<file path="src/rtl/control_pipeline_param.sv">
// control_pipeline_param: DEPTH-stage valid/tag delay line with stall, flush, frame counting and sticky drop error
module control_pipeline_param #(
  parameter int DEPTH   = 2,
  parameter int TAG_W   = 8,
  parameter int COUNT_W = 16
) (
  input  logic               clk,
  input  logic               rst,
  input  logic               valid_in_bias,
  input  logic [TAG_W-1:0]   tag_in,
  input  logic               stall,
  input  logic               flush,
  input  logic [COUNT_W-1:0] frame_len,
  output logic [DEPTH-1:0]   valid_pipeline,
  output logic               valid_out,
  output logic [TAG_W-1:0]   tag_out,
  output logic [COUNT_W-1:0] out_count,
  output logic               frame_done,
  output logic               busy,
  output logic               drop_err
);
  logic [TAG_W-1:0] tag_q [DEPTH];
  logic last;
  assign last = (frame_len != '0) && (out_count == frame_len - COUNT_W'(1));
  assign busy = (|valid_pipeline) | valid_out;
  always_ff @(posedge clk) begin
    if (!rst) begin
      valid_pipeline <= '0;
      valid_out      <= 1'b0;
      tag_out        <= '0;
      out_count      <= '0;
      frame_done     <= 1'b0;
      drop_err       <= 1'b0;
      for (int k = 0; k < DEPTH; k++) tag_q[k] <= '0;
    end else if (flush) begin
      valid_pipeline <= '0;
      valid_out      <= 1'b0;
      out_count      <= '0;
      frame_done     <= 1'b0;
    end else if (stall) begin
      valid_out  <= 1'b0;
      frame_done <= 1'b0;
      drop_err   <= drop_err | valid_in_bias;
    end else begin
      for (int k = DEPTH - 1; k > 0; k--) begin
        valid_pipeline[k] <= valid_pipeline[k-1];
        tag_q[k]          <= tag_q[k-1];
      end
      valid_pipeline[0] <= valid_in_bias;
      tag_q[0]          <= tag_in;
      valid_out         <= valid_pipeline[DEPTH-1];
      tag_out           <= tag_q[DEPTH-1];
      frame_done        <= valid_pipeline[DEPTH-1] & last;
      if (valid_pipeline[DEPTH-1]) out_count <= last ? '0 : out_count + COUNT_W'(1);
    end
  end
endmodule
</file>
<file path="config.mk">
export PLATFORM = sky130hd
export DESIGN_NAME = control_pipeline_param
export DESIGN_NICKNAME = d
export VERILOG_FILES = /design/src/rtl/control_pipeline_param.sv
export SDC_FILE = /design/constraint.sdc
export NUM_CORES = 1
export LEC_CHECK = 0
export CAP_MARGIN = 20
export CORE_UTILIZATION = 44
export CTS_CLUSTER_SIZE = 24
export DETAILED_ROUTE_END_ITERATION = 6
export PLACE_DENSITY = 0.74
export SYNTH_ARGS = -nofsm -noshare
export SYNTH_HDL_FRONTEND = slang
export SYNTH_SLANG_ARGS = --single-unit
</file>
<file path="constraint.sdc">
create_clock -name clk -period 2.89 [get_ports clk]
set_clock_uncertainty 0.2 [all_clocks]
set_input_delay 0.578 -clock clk [delete_from_list [all_inputs] [get_ports clk]]
set_output_delay 0.578 -clock clk [all_outputs]
set_load 0.02 [all_outputs]
</file>
==> flow_summary_export.csv <==
group,metric,value,unit
status,outcome,"complete, but fails checks",
status,violations,"negative setup slack",
floorplanning,initial_utilization,45.84,%
finish,layout-drive-gt1-share,22.94,%
critical_path,critical_path_buf_inv_count,5,
floorplanning,die_y,74.94,µm
power,irDropWorstVdd,0.3396,mV
critical_path,cpMaxStageDelayCell,"or4_4",
sta,fin_ws,-80.46,ps
synth,ys_ff_latch,45,
sta,finalHoldViolCount,0,
synth,synth_area,0.002341,mm²
clock_tree,cts_root_buf,"clkbuf_8",
critical_path,cpLargestDelayFamily,"compound AO/OA/AOI/OAI gates",
global_route,overflow,0,
place,dp_hpwl,4153,µm
critical_path,arrival,2960,ps
floorplanning,die_x,74.94,µm
critical_path,required,2880,ps
global_route,grt_antenna_before_repair,0,
synth,async_flop_share,0,%
clock_tree,cts_buffers,5,
synth,syn_inst,238,
synth,yosysWarnings,0,
synth,seq_area_frac_synth,45.32,%
clock_tree,cts_tree,"done",
place,placed_cells,394,
synth,synth_flop_cell,"dfxtp_1",
critical_path,end_kind,"flop",
critical_path,start_kind,"input pin",
route,antenna_left,0,
global_route,first_global_vias,2039,
critical_path,crit_top_cell,"buf_6",
sta,finalCritPeriodShare,102.8,%
synth,synth-edff-count,16,
place,dpl_worst_slack,-726.9,ps
route,num_vias,2119,
floorplanning,io_pins,59,
floorplanning,dieArea,0.005616,mm²
worst_hold_path,hp-class,"flop to flop",
clock_tree,cts_htree_levels,2,
synth,avgSynthCellArea,9.836,µm²
clock_tree,clock-sinks,45,
floorplanning,num_rows,26,
sta,setup_viol,14,
route,wl_per_cell,13.91,µm
place,port_buffers,58,
finish,fin_util,68.69,%
sta,tightestPinTransition,424.0,ps
sta,slew_headroom,71.47,%
sta,fmax,0.3366,GHz
clock_tree,cts.path.max_buffers,2,
place,placed_area,0.003269,mm²
sta,slew_viol_final,0,
power,total_power,1.283,mW
synth,synth.distinct_cells,47,
global_route,track_usage,20.88,%
floorplanning,core_area,0.005107,mm²
power,powerDensity,365.8,mW/mm²
route,routed_wl,5703,µm
route,dr.pass1.iters,4,
clock_tree,clock_latency,300,ps
critical_path,cp_max_fo,7,
critical_path,critPathKind,"input pin to flop",
finish,stdcell_count,410,
clock_tree,hold_buffers,0,
clock_tree,clkSlewWorstSetupHoldPaths,90,ps
finish,num_antenna_cells,0,
route,drt-initial-drc-count,76,
critical_path,slowest_delay,560,ps
power,p_leak,1.374,nW
global_route,grt_max_degree,25,
route,vias_per_cell,5.168,
finish,fin_nets,371,
route,drc,0,
finish,area_growth,49.87,%
global_route,grt_pass1_wl,8811,µm
sta,rsz0062_at_grt,"true",
sta,period_needed,2970,ps
synth,synth_nets,270,
flow_run,max_cap_violations,0,
critical_path,worstPathCellList,"buf_6 -> buf_6 -> or4_4 -> buf_6 -> nor3_4 -> xnor2_1 -> o221a_1 -> a221o_1 -> o31ai_4 -> buf_6 -> buf_12 -> nor2_1",
place,gp_congestion,0.8117,
finish,final_cell_area,0.003508,mm²
-- worst reg2reg max path: stages, from the launching register on --
cell       delay (ps)
dfxtp_1           450
xor2_1            320
xnor2_1           160
a32oi_1           120
nor3b_1           240
o2111ai_2         180
o31ai_4           260
buf_6             160
buf_12            120
nor2_1             40
-- cells by family (layout without fill, tap and decap cells) --
| logic type | count (synthesis) | in the layout | share of synthesized area, % |
|---|---|---|---|
| DFF | 45 | 45 | 45.32 |
| adders and majority gates | 3 | 3 | 1.604 |
| buffers and inverters | 16 | 118 | 2.939 |
| and+or+nand+nor | 106 | 106 | 25.82 |
| muxes | 3 | 3 | 1.283 |
| AOI/OAI and AO/OA | 34 | 34 | 11.44 |
| xor gates and xnor gates | 31 | 31 | 11.60 |
-- cells in the final DEF, fill, tap and decap left out, types with 2 or more instances in the layout --
| cell | instances |
|---|---|
| a21oi_1 | 5 |
| a22o_1 | 8 |
| and2_1 | 16 |
| and3_1 | 3 |
| and4_1 | 3 |
| buf_2 | 2 |
| buf_4 | 40 |
| buf_6 | 6 |
| clkbuf_8 | 6 |
| clkdlybuf4s15_2 | 2 |
| clkdlybuf4s50_1 | 48 |
| dfxtp_1 | 29 |
| dlygate4sd2_1 | 3 |
| edfxtp_1 | 16 |
| ha_1 | 2 |
| inv_1 | 6 |
| mux2i_1 | 3 |
| nand2_1 | 13 |
| nand2b_1 | 5 |
| nand3_1 | 6 |
| nand4_1 | 6 |
| nand4b_1 | 2 |
| nor2_1 | 23 |
| nor2_2 | 6 |
| nor2b_1 | 4 |
| nor3_1 | 2 |
| nor3b_1 | 2 |
| nor4_1 | 3 |
| nor4_4 | 2 |
| o21a_1 | 2 |
| o21ai_0 | 3 |
| o21ai_1 | 2 |
| or3_1 | 2 |
| or4_4 | 2 |
| xnor2_1 | 12 |
| xor2_1 | 19 |
-- worst paths after layout --
path	slack, ps	startpoint	to	cells after the start
max	-80	frame_len[1]	out_count[7]	12
min	260	tag_q[1][0]	tag_out[0]	1
max reg2reg	560	out_count[7]	out_count[7]	9
min reg2reg	260	tag_q[1][0]	tag_out[0]	1
-- metrics by stage --
| stage | hold WS, ps | TNS [ps] |
|---|---|---|
| 6_report | 256.4 | -988.8 |
| 4_1_cts | 264.8 | -1163 |
| 3_3_place_gp | 238.9 | -11270 |
| 5_1_grt | 280.3 | -2550 |
| 2_1_floorplan | 235.8 | -657.8 |
| 3_5_place_dp | 244.7 | -12110 |
-- synthesized netlist by cell type, types with 4 or more instances --
| library cell | count | area, µm² |
|---|---|---|
| a21oi_1 | 5 | 25.02 |
| a22o_1 | 8 | 70.07 |
| and2_1 | 16 | 100.1 |
| clkbuf_1 | 8 | 30.03 |
| dfxtp_1 | 29 | 580.6 |
| edfxtp_1 | 16 | 480.5 |
| inv_1 | 6 | 22.52 |
| nand2_1 | 13 | 48.80 |
| nand2b_1 | 5 | 31.28 |
| nand3_1 | 6 | 30.03 |
| nand4_1 | 6 | 37.54 |
| nor2_1 | 29 | 108.9 |
| nor2b_1 | 4 | 25.02 |
| nor4_1 | 6 | 37.54 |
| o21ai_0 | 5 | 25.02 |
| xnor2_1 | 12 | 105.1 |
| xor2_1 | 19 | 166.4 |
-- final cells by class --
class | instances | area [µm²]
clock buffer | 6 | 82.58
clock inverter | 2 | 13.76
fill | 398 | 1599
inverter | 6 | 22.52
multi-input combinational | 177 | 1276
sequential | 45 | 1061
tap | 70 | 87.58
timing repair buffer | 104 | 964.7
-- per-layer routing --
metal	track usage (%)	vias up	routed length, µm
met5	0	-	0
li1	-	1054	-
met3	4.953	14	264
met2	39.84	50	2990
met4	7.757	0	133
met1	22.11	1001	2314
-- power by group --
part / switching, mW / total, mW / internal [mW]
Clock: 0.209 / 0.403 / 0.194
Combinational: 0.0870 / 0.198 / 0.111
Sequential: 0.00636 / 0.683 / 0.676
-- timing repair --
action / CTS / global route
gates cloned: 1 / 0
setup buffers: 7 / 1
pin swaps: 12 / 5
resized for setup: 35 / 13
setup endpoints to repair: 17 / 17
endpoints found under the hold margin: 0 / 0
-- flip-flops by register name, indices dropped and copies added (netlist names) --
register,count
valid_pipeline,2
tag_out,8
drop_err,1
tag_q,16
out_count,16
frame_done,1
valid_out,1
Power figures use the tool's default switching activity.
